`config.mk`:
```
export PLATFORM = sky130hd
export DESIGN_NAME = gpio_spi_master
export DESIGN_NICKNAME = d
export VERILOG_FILES = /design/src/rtl/gpio_spi_master.sv
export SDC_FILE = /design/constraint.sdc
export NUM_CORES = 1
export LEC_CHECK = 0
export ABC_AREA = 1
export CAP_MARGIN = 20
export CORE_ASPECT_RATIO = 1.4
export CORE_UTILIZATION = 49
export DETAILED_ROUTE_END_ITERATION = 6
export PLACE_DENSITY = 0.81
export SLEW_MARGIN = 20
export SYNTH_ARGS = -nofsm -noshare
export SYNTH_HDL_FRONTEND = slang
export SYNTH_SLANG_ARGS = --single-unit
```
`constraint.sdc`:
```
create_clock -name clk -period 1.55 [get_ports clk]
set_input_delay 0.31 -clock clk [delete_from_list [all_inputs] [get_ports clk]]
set_output_delay 0.31 -clock clk [all_outputs]
set_load 0.02 [all_outputs]
```
`src/rtl/gpio_spi_master.sv`:
```
// SPI mode-0 initiator issuing single 16-bit register frames (rw, addr, data)
// to the gpio_expander responder; returns the low byte captured from miso.
module gpio_spi_master #(
    parameter int ADDR_WIDTH  = 7,
    parameter int PDATA_WIDTH = 8,
    parameter int CLK_DIV     = 2
) (
    input  logic                   clk,
    input  logic                   reset,
    input  logic                   start,
    input  logic                   rw,
    input  logic [ADDR_WIDTH-1:0]  addr,
    input  logic [PDATA_WIDTH-1:0] wdata,
    output logic                   busy,
    output logic                   done,
    output logic [PDATA_WIDTH-1:0] rdata,
    output logic                   sclk,
    output logic                   ss,
    output logic                   mosi,
    input  logic                   miso
);

    localparam int FRAME_W = 1 + ADDR_WIDTH + PDATA_WIDTH;
    localparam int BIT_W   = $clog2(FRAME_W + 1);
    localparam logic [7:0]       DIV_LAST = 8'(CLK_DIV - 1);
    localparam logic [BIT_W-1:0] BIT_LAST = BIT_W'(FRAME_W - 1);

    typedef enum logic [2:0] {
        IDLE,
        SETUP,
        HIGH,
        LOW,
        HOLD,
        GAP
    } state_t;

    state_t               state, state_nxt;
    logic [7:0]           div_cnt, div_nxt;
    logic [BIT_W-1:0]     bit_cnt, bit_nxt;
    logic [FRAME_W-1:0]   shift_reg, shift_nxt;
    logic [FRAME_W-1:0]   capture, capture_nxt;
    logic [FRAME_W-1:0]   frame;
    logic                 sclk_nxt, ss_nxt, mosi_nxt, busy_nxt, done_nxt;
    logic [PDATA_WIDTH-1:0] rdata_nxt;
    logic                 div_last;

    assign div_last = (div_cnt == DIV_LAST);
    assign frame    = {rw, addr, rw ? wdata : {PDATA_WIDTH{1'b0}}};

    always_ff @(posedge clk or posedge reset) begin
        if (reset) begin
            state     <= IDLE;
            div_cnt   <= '0;
            bit_cnt   <= '0;
            shift_reg <= '0;
            capture   <= '0;
            sclk      <= 1'b0;
            ss        <= 1'b1;
            mosi      <= 1'b0;
            busy      <= 1'b0;
            done      <= 1'b0;
            rdata     <= '0;
        end else begin
            state     <= state_nxt;
            div_cnt   <= div_nxt;
            bit_cnt   <= bit_nxt;
            shift_reg <= shift_nxt;
            capture   <= capture_nxt;
            sclk      <= sclk_nxt;
            ss        <= ss_nxt;
            mosi      <= mosi_nxt;
            busy      <= busy_nxt;
            done      <= done_nxt;
            rdata     <= rdata_nxt;
        end
    end

    // Every output is the registered copy of a value chosen here, so each
    // phase change lands on sclk/ss/mosi on the same edge as the state change.
    always_comb begin
        state_nxt   = state;
        div_nxt     = div_last ? 8'd0 : div_cnt + 8'd1;
        bit_nxt     = bit_cnt;
        shift_nxt   = shift_reg;
        capture_nxt = capture;
        sclk_nxt    = sclk;
        ss_nxt      = ss;
        mosi_nxt    = mosi;
        busy_nxt    = busy;
        done_nxt    = 1'b0;
        rdata_nxt   = rdata;

        case (state)
            IDLE: begin
                div_nxt = '0;
                if (start) begin
                    state_nxt = SETUP;
                    bit_nxt   = '0;
                    shift_nxt = frame;
                    mosi_nxt  = frame[FRAME_W-1];
                    ss_nxt    = 1'b0;
                    busy_nxt  = 1'b1;
                end
            end
            SETUP, LOW: begin
                if (div_last) begin
                    state_nxt = HIGH;
                    sclk_nxt  = 1'b1;
                end
            end
            HIGH: begin
                if (div_last) begin
                    sclk_nxt       = 1'b0;
                    capture_nxt    = capture << 1;
                    capture_nxt[0] = miso;
                    bit_nxt        = bit_cnt + 1'b1;
                    // The last falling edge parks mosi low instead of shifting.
                    if (bit_cnt == BIT_LAST) begin
                        state_nxt = HOLD;
                        mosi_nxt  = 1'b0;
                    end else begin
                        state_nxt = LOW;
                        shift_nxt = shift_reg << 1;
                        mosi_nxt  = shift_nxt[FRAME_W-1];
                    end
                end
            end
            HOLD: begin
                if (div_last) begin
                    state_nxt = GAP;
                    ss_nxt    = 1'b1;
                    rdata_nxt = capture[PDATA_WIDTH-1:0];
                end
            end
            GAP: begin
                if (div_last) begin
                    state_nxt = IDLE;
                    busy_nxt  = 1'b0;
                    done_nxt  = 1'b1;
                end
            end
            default: begin
                state_nxt = IDLE;
            end
        endcase
    end

endmodule

```
## After elaboration in Yosys (flattened, before gate mapping)

Index checks and enable logic that the tools add are counted.

| operators by class | value |
|---|---|
| magnitude comparators | 0 |
| muxes and demuxes | 30 |
| add/subtract/negate cells | 2 |
| reduce and logical (&&, ||, !) cells | 14 |
| shift operators | 0 |
| equal/unequal tests | 13 |
| div/mod/pow operators | 0 |
| bitwise gates (word level) | 0 |
| $mul | 0 |

Operators with widths:

| operator | count |
|---|---|
| 2-to-1 mux 15 bit | 3 |
| one-hot mux 15 bit (2 select lines) | 1 |
| 2-to-1 mux 8 bit | 3 |
| 2-to-1 mux 3 bit | 6 |
| one-hot mux 3 bit (5 select lines) | 1 |
| inequality test 2 bit (second input constant) | 6 |
| AND reduction 3 bit | 4 |
| 2-to-1 mux 5 bit | 2 |
| one-hot mux 5 bit (2 select lines) | 1 |
| 2-to-1 mux 1 bit | 9 |
| adder 8 x 1 -> 8 bit (second input constant) | 1 |
| == test 8 x 1 -> 1 bit (second input constant) | 1 |
| one-hot mux 1 bit (2 select lines) | 4 |
| nonzero test 2 bit | 4 |
| == test 3 x 2 -> 1 bit (second input constant) | 2 |
| == test 3 bit (second input constant) | 2 |
| adder 5 x 1 -> 5 bit (second input constant) | 1 |
| == test 5 x 4 -> 1 bit (second input constant) | 1 |
| AND reduction 5 bit | 1 |
| AND reduction 2 bit | 2 |
| AND reduction 4 bit | 1 |
| == test 3 x 1 -> 1 bit (second input constant) | 1 |
| zero test 3 bit | 1 |
| OR reduction 2 bit | 1 |

| storage, ports and cells | value |
|---|---|
| output and inout bits | 13 |
| memory bits (writable) | 0 |
| latch bits | 0 |
| logic and storage cells | 70 |
| memories | 0 |
| input port bits | 20 |
| register bits | 52 |
| memory bits (read-only) | 0 |

## Longest topological paths before layout

Gate-level depths: netlist (run 1).

| logic depth | value |
|---|---|
| depth after elaboration | 4 |
| gate-level depth with buffers | 10 |
| depth with buffers taken out | 9 |

## Least setup slack after synthesis (run 1)

No wires, ideal clock.

| path | value |
|---|---|
| kind | register -> register |
| start | register bit_cnt[0] |
| end | register shift_reg[0] |
| arrival time | 1.467 ns |
| slack | -0.034 ns |
| stages on the path, launching flop included | 10 |
| required time | 1.433 ns |
| library setup time | 0.117 ns |
| clock period less this slack | 1.584 ns |
| path buffers | 1 |
| path through | dfrtp_1 ha_1 nand2_1 nor2_1 ha_1 o21ai_4 nand2_4 buf_6 nand2_1 nand2_1 |

| between the ends | value |
|---|---|
| longest elaborated chain between the ends | 3 |

RTL lines:

| item | RTL line | text |
|---|---|---|
| start, declared | 39 | `logic [BIT_W-1:0] bit_cnt, bit_nxt;` |
| start signal, assigned | 66 | `bit_cnt <= bit_nxt;` |
| == test 5 x 4 -> 1 bit | 118 | `if (bit_cnt == BIT_LAST) begin` |
| inequality test 2 bit (no line) | -- |  |
| AND reduction 4 bit (no line) | -- |  |
| end signal, assigned | 67 | `shift_reg <= shift_nxt;` |
| end, declared | 40 | `logic [FRAME_W-1:0] shift_reg, shift_nxt;` |

No other way between the ends.
A chain may end at the register's enable or synchronous reset.

## Worst setup path after layout (run 1)

| path | value |
|---|---|
| start | register bit_cnt[1] |
| end | register shift_reg[13] |

Same word-level chain as after synthesis.

==> results.md, run 1 <==
* Post-Synthesis Cells at 310
* RSZ-0062 raised after global routing: yes
* Number of synthesized flops with an enable pin at 0
* Fraction of layout cells with a size suffix above 1 at between 20% and 30%
* Simple-Gate Fraction of Synth Area at about a third
* Drt wl/cell at 12.93 um
* Antenna viol nets, final at 0
* Power density over the cells at approximately 1600 nW/um^2
* Clk slew on worst S/H paths at ~100 ps
* Total track usage at 20.32%
* Post-synthesis xor/xnor area fraction at 1.044%
* Crit-path max FO at 5
* TritonCTS buffer count at 5
* Final Critical Period at 1623 ps
* Clock power share at approximately 15%
* Worst Skew at 9.198 ps
* FF-to-FF path depth at 9
* Drt drc at 0
* Final setup fails at 17
* Synth top area cells: dfrtp_1 (51%), nand2_1 (18%), nand3_1 (7.0%), o21ai_1 (3.4%), inv_1 (2.8%)
* Drt pass-1 iters at 4
* Sw power at 2.292 mW
* Flop pwr share at between 30% and 40%
* Async S/R FF share, synth at 100.0%
* Largest net degree at the start of global routing at 30
* Core ar. at 4880 um^2
* Fin. max-slew vios at 0
* Share of the synthesized area in the top cell type at 50.70%
* Chip width at ~63 um
* Switching part of the total at between 40% and 50%
* Detail-routed via count per cell at 5.084
* Initial DRC Count at 76
* FF+latch count, synth at 52
* Vias in the first global route at 2018
* Final cell count without fillers at 427
* Synth Area in Compound Gates at under 10%
* CTS H-tree lvls at 2
* Buf/Inv on CP at 2
* Max-Cap Viols at 0
* Top delay family on crit path: flip-flops
* Crit. End Element: flop
* Placed cell count at 411
* Num Clock Sinks at 52
* Prevailing post-synth register cell: dfrtp_1
* Gate power share at 48.9%
* Adder-cell share of the synthesized area at under 10%
* Initial antenna violation count at 0
* Worst setup margin at -72.51 ps
* Failing checks: negative setup slack
* Row cnt at 30
* Number of port buffers at 32
* WP depth at 9
* Main combinational cell family by area after synthesis: simple AND/OR/NAND/NOR gates
* CTS Root Cell: clkbuf_8
* Cell taking the most area after synthesis: dfrtp_1
* Fin crit share at 104.7%
* Io pins at 33
* Hold Path Class: input pin to async pin
* Final hold slack at 290.2 ps
* Post-CTS Hold Buffers at 0
* Peak Freq at 0.6163 GHz
* Worst endpoint required time at 1800 ps
* Post-synth design cell area at 2517 um^2
* Cells along the critical path: ha_2, nand2_2, nor2_4, ha_4, o21ai_4, buf_12, buf_8, nand3_1, nand2_1
* Multiplexer area fraction after synthesis at 0%
* Pwr Total at between 5 and 6 mW
* Avg Cell Area, Syn at ~8.1 um^2
* Antenna diodes at 0
* Post-DP Area at 3015 um^2
* Clk Latency, worst-skew pair at roughly 320 ps
* Starting Density at between 50 and 60%
* Area delta synth->final at 31.81%
* Final instance area at between 3000 and 4000 um^2
* Critical path class: flop to flop
* Slew headroom at 79.08%
* Worst setup SP type: flop
* Net count reported at finish at 387
* Sequential share of the synthesized area at 51.74%
* Die Y at about 87 um
* Number of flip-flops in the largest register at 15
* Clock tree buffer depth at 2
* Final hold vios at 0
* P_int at 3.093 mW
* Slowest CP cell: dfrtp_1
* Count of different cell masters after synthesis at 31
* Ys Warns at 0
* Place WS at a little over 40 ps
* GP Congestion at 0.8935
* Routed Wire Length at 5522 um
* GRT Residual Overflow at 0
* Status: complete, but fails checks
* Worst Tran Pin Value at 312.8 ps
* DP Wirelength at 3607 um
* First-pass GRT wire length at ~8600 um
* Lkg Pwr at 1.651 nW
* DR vias at 2171
* Syn Nets at 335
* Die area at 5433 um^2
* Worst Path Arrival at 1880 ps
* Worst stage delay on the critical path at 410 ps
* Worst vdd ir at 0.0007991 V
* CTS tree: built
synth_stat cells (all sizes together) (2+ instances only):
cell    instances
nand3          36
nand2         122
xor2            2
nor2           17
a21oi           2
dfrtp          51
buf             8
o22ai           2
nor3b           2
o21ai          23
inv            26
nor3            4
nand4           2
clkbuf          2
ha              5
final timing paths:
kind / start / to / slack, ps
max reg2reg: bit_cnt[1]$_DFFE_PP0P_ / shift_reg[13]$_DFFE_PP0P_ / -70
min in group clk: ss$_DFFE_PP1P_ / ss$_DFFE_PP1P_ / 470
max: bit_cnt[1]$_DFFE_PP0P_ / shift_reg[13]$_DFFE_PP0P_ / -70
min reg2reg: ss$_DFFE_PP1P_ / ss$_DFFE_PP1P_ / 470
max in group asynchronous: reset / ss$_DFFE_PP1P_ / 810
min: reset / rdata[6]$_DFFE_PP0P_ / 290
per-stage QoR:
stage | TNS [ps] | util [%]
floorplan | 0 | -
CTS | 0 | 63.36
global placement | 0 | 61.79
finish | -804.2 | 68.00
detailed placement | 0 | 61.79
global route | -1721 | 68.00
per-layer routing:
metal	track usage, %	vias up	routed length, um
li1	-	1091	-
met1	24.25	1003	2249
met2	35.97	59	2945
met3	3.289	18	181
met4	9.091	0	145
met5	0	-	0
final cells by class:
class | count | area, um^2
fillers | 385 | 1562
flip-flops and latches | 52 | 1304
multi-input cells | 222 | 1199
repair buffers | 54 | 535.5
inverters | 27 | 107.6
well taps | 64 | 80.08
clock buffers | 5 | 68.82
clock inverters | 3 | 23.77
cells by family (layout without fill, tap and decap cells):
family	Yosys count	count (layout)
fa+ha+maj	5	5
simple gates	185	186
xor+xnor	3	3
buf+inv	37	89
flops	52	52
compound gates	28	28
cells in the final DEF (no fill, tap or decap), drive strengths merged, types with 3 or more instances in the layout:
master         count
buf               22
clkbuf             5
clkdlybuf4s50     19
clkinvlp           3
dfrtp             51
dlygate4sd2       13
ha                 5
inv               25
nand2            123
nand3             36
nor2              17
nor3               4
o21ai             23
repair_timing:
action                                 4_1_cts  5_1_grt
gates cloned                                 0        2
resized for setup                           13       39
setup endpoints to repair                   13       28
pin swaps                                    0       16
endpoints found under the hold margin        0        0
setup buffers                                0        6
worst reg2reg max path: cells and delay by family (launching register included):
family	cells	cell delay (ps)
buffers and inverters	2	300
DFF	1	410
AOI/OAI and AO/OA	1	200
and+or+nand+nor	4	270
adders and majority gates	2	380
power by group through the flow:
stage / Sequential, mW / Clock, mW / Combinational (mW)
3_3_place_gp: 1.94 / 0 / 2.02
4_1_cts: 1.93 / 0.798 / 2.06
3_5_place_dp: 1.96 / 0 / 2.07
5_1_grt: 1.99 / 0.858 / 2.89
6_report: 1.96 / 0.790 / 2.63
2_1_floorplan: 1.97 / 0 / 1.45
Note: power is estimated with default switching activity, not from simulation.
==> inputs of run 2 (changes only) <==
PLACE_DENSITY = 0.83   (was 0.81)
==> run 2 against run 1 <==
- the run still ends with negative setup slack left
- design area is 4.0% lower
- global-route usage hardly changed
- core utilization shrank 2.7 points
- die area is the same
- critical path type unchanged
==> results.md, run 2 (same netlist as run 1, synthesis figures left out) <==
* Num Clock Sinks at 52 (unchanged)
* Clock tree buffer depth at 2 (unchanged)
* Lkg Pwr at 1.620 nW (-1.9%)
* First-pass GRT wire length at 8763 um (+1.8%)
* Initial antenna violation count at 0 (unchanged)
* Failing checks: negative setup slack
* Net count reported at finish at 385 (-0.52%)
* Die Y at 86.81 um (unchanged)
* Place WS at 40.15 ps (-0.4065 ps)
* Status: complete, but fails checks
* Worst setup margin at -5.662 ps (+66.85 ps)
* Final Critical Period at 1556 ps (-66.85 ps)
* Crit-path max FO at 7 (+2)
* Worst Path Arrival at 1760 ps (-120 ps)
* FF-to-FF setup slack at -6 ps (+70 ps)
* Clk slew on worst S/H paths at 100 ps (about the same)
* Worst endpoint required time at 1760 ps (-40 ps)
* Chip width at 62.58 um (unchanged)
* Post-DP Area at 3025 um^2 (+0.33%)
* TritonCTS buffer count at 5 (unchanged)
* Drt wl/cell at 11.89 um (-8.1%)
* CTS Root Cell: clkbuf_8
* Worst Tran Pin Value at 309.0 ps (-3.796 ps)
* Peak Freq at 0.6428 GHz (+4.3%)
* CTS H-tree lvls at 2 (unchanged)
* Fin. max-slew vios at 0 (unchanged)
* DR vias at 2169 (-0.092%)
* Largest net degree at the start of global routing at 22 (-27%)
* Die area at 5433 um^2 (unchanged)
* Number of flip-flops in the largest register at 15 (unchanged)
* Core ar. at 4880 um^2 (unchanged)
* Final instance area at 3186 um^2 (-4.0%)
* TNS Setup at -14.38 ps (+789.9 ps)
* Cells along the critical path: ha_2, nand2_2, nor2_4, ha_4, o21ai_4, nand2_2, nand2_1, nand2_1
* Worst setup SP type: flop
* DP Wirelength at 3547 um (-1.6%)
* Most frequent cells in the layout: nand2_1 (108), dfrtp_1 (51), nand3_1 (34)
* GRT Residual Overflow at 0 (unchanged)
* Antenna diodes at 0 (unchanged)
* Row cnt at 30 (unchanged)
* Worst stage delay on the critical path at 410 ps (about the same)
* Initial DRC Count at 82 (+7.9%)
* Detail-routed via count per cell at 5.104 (+0.38%)
* Number of port buffers at 32 (unchanged)
* Final setup fails at 3 (-14)
* Clk Latency, worst-skew pair at 320 ps (about the same)
* FF-to-FF path depth at 8 (-1)
* CTS tree: built
* Hold Path Class: input pin to async pin
* Reg2reg start: bit_cnt[1]$_DFFE_PP0P_
* Io pins at 33 (unchanged)
* Top delay family on crit path: simple AND/OR/NAND/NOR gates
* GP Congestion at 0.8239 (-7.8%)
* Vias in the first global route at 2009 (-0.45%)
* Area delta synth->final at 26.54%
* Total track usage at 20.34% (about the same)
* Buf/Inv on CP at 0 (-2)
* Final hold slack at 289.5 ps (-0.6720 ps)
* RSZ-0062 raised after global routing: yes
* Final hold vios at 0 (unchanged)
* Routed Wire Length at 5053 um (-8.5%)
* Critical R2R Capture: shift_reg[2]$_DFFE_PP0P_
* Slew headroom at 79.33% (+0.25 points)
* Max-Cap Viols at 0 (unchanged)
* Drt pass-1 iters at 4 (unchanged)
* Crit. End Element: flop
* Worst vdd ir at 0.0008830 V (+11%)
* Fin crit share at 100.4% (-4.3 points)
* Slowest CP cell: dfrtp_1
* Power density over the cells at 1558 nW/um^2 (-4.0%)
* Fraction of layout cells with a size suffix above 1 at 17.17% (-4.0 points)
* Drt drc at 0 (unchanged)
* Worst Skew at 10.11 ps (+0.9170 ps)
* Critical path class: flop to flop
* Antenna viol nets, final at 0 (unchanged)
* Most frequent standard cell in the layout excluding fill and tap cells: nand2_1
* Starting Density at 51.59% (unchanged)
[run 2: worst register-to-register path, cell delays in order, from the launching register on]
cell	delay (ps)
dfrtp_1	410
ha_2	200
nand2_2	100
nor2_4	50
ha_4	160
o21ai_4	220
nand2_2	180
nand2_1	100
nand2_1	50
[run 2: how the worst max path moves through the flow]
stage | startpoint | end | slack [ps] | cells after the start
2_1_floorplan | bit_cnt[0]$_DFFE_PP0P_ | shift_reg[0]$_DFFE_PP0P_ | 30 | 9
3_3_place_gp | bit_cnt[1]$_DFFE_PP0P_ | shift_reg[3]$_DFFE_PP0P_ | 100 | 8
3_5_place_dp | bit_cnt[1]$_DFFE_PP0P_ | shift_reg[5]$_DFFE_PP0P_ | 40 | 8
4_1_cts | bit_cnt[1]$_DFFE_PP0P_ | shift_reg[4]$_DFFE_PP0P_ | 6 | 8
5_1_grt | bit_cnt[1]$_DFFE_PP0P_ | shift_reg[12]$_DFFE_PP0P_ | -70 | 8
6_report | bit_cnt[1]$_DFFE_PP0P_ | shift_reg[2]$_DFFE_PP0P_ | -6 | 8
[run 2: power breakdown]
part	switching, mW	internal, mW	leakage, nW
clock	0.479	0.330	0.0452
combinational	1.35	0.848	0.892
sequential	0.240	1.71	0.683
total	2.07	2.89	1.62
[run 2: cell type report]
class                      count  area, um^2
clock buffer                   5       68.82
clock inverter                 3       25.02
fill                         424        1694
inverter                      27       105.1
multi-input combinational    222        1124
sequential                    52        1303
tap                           64       80.08
timing repair buffer          52       480.5
[run 2: through the flow]
stage	power, mW	instances	util, %
3_5_place_dp	4.015	414	62.00
2_1_floorplan	3.415	310	-
4_1_cts	4.804	422	63.59
3_3_place_gp	3.930	414	62.00
6_report	4.962	425	65.28
5_1_grt	5.371	425	65.28
[run 2: metal layers]
layer  vias to the layer above  GRT usage (%)  share of wire, %
met5                         -              0                 0
met4                         0          8.245               1.2
met3                         8          3.947               2.7
met2                        52          35.67                52
met1                      1028          24.44                44
li1                       1081              -                 -
[run 2: what timing repair did]
item,CTS,global route
pin swaps,0,1
gates resized for setup,13,18
setup buffers,0,1
gates cloned,0,2
hold buffers,0,0
endpoints found under the setup margin,13,19
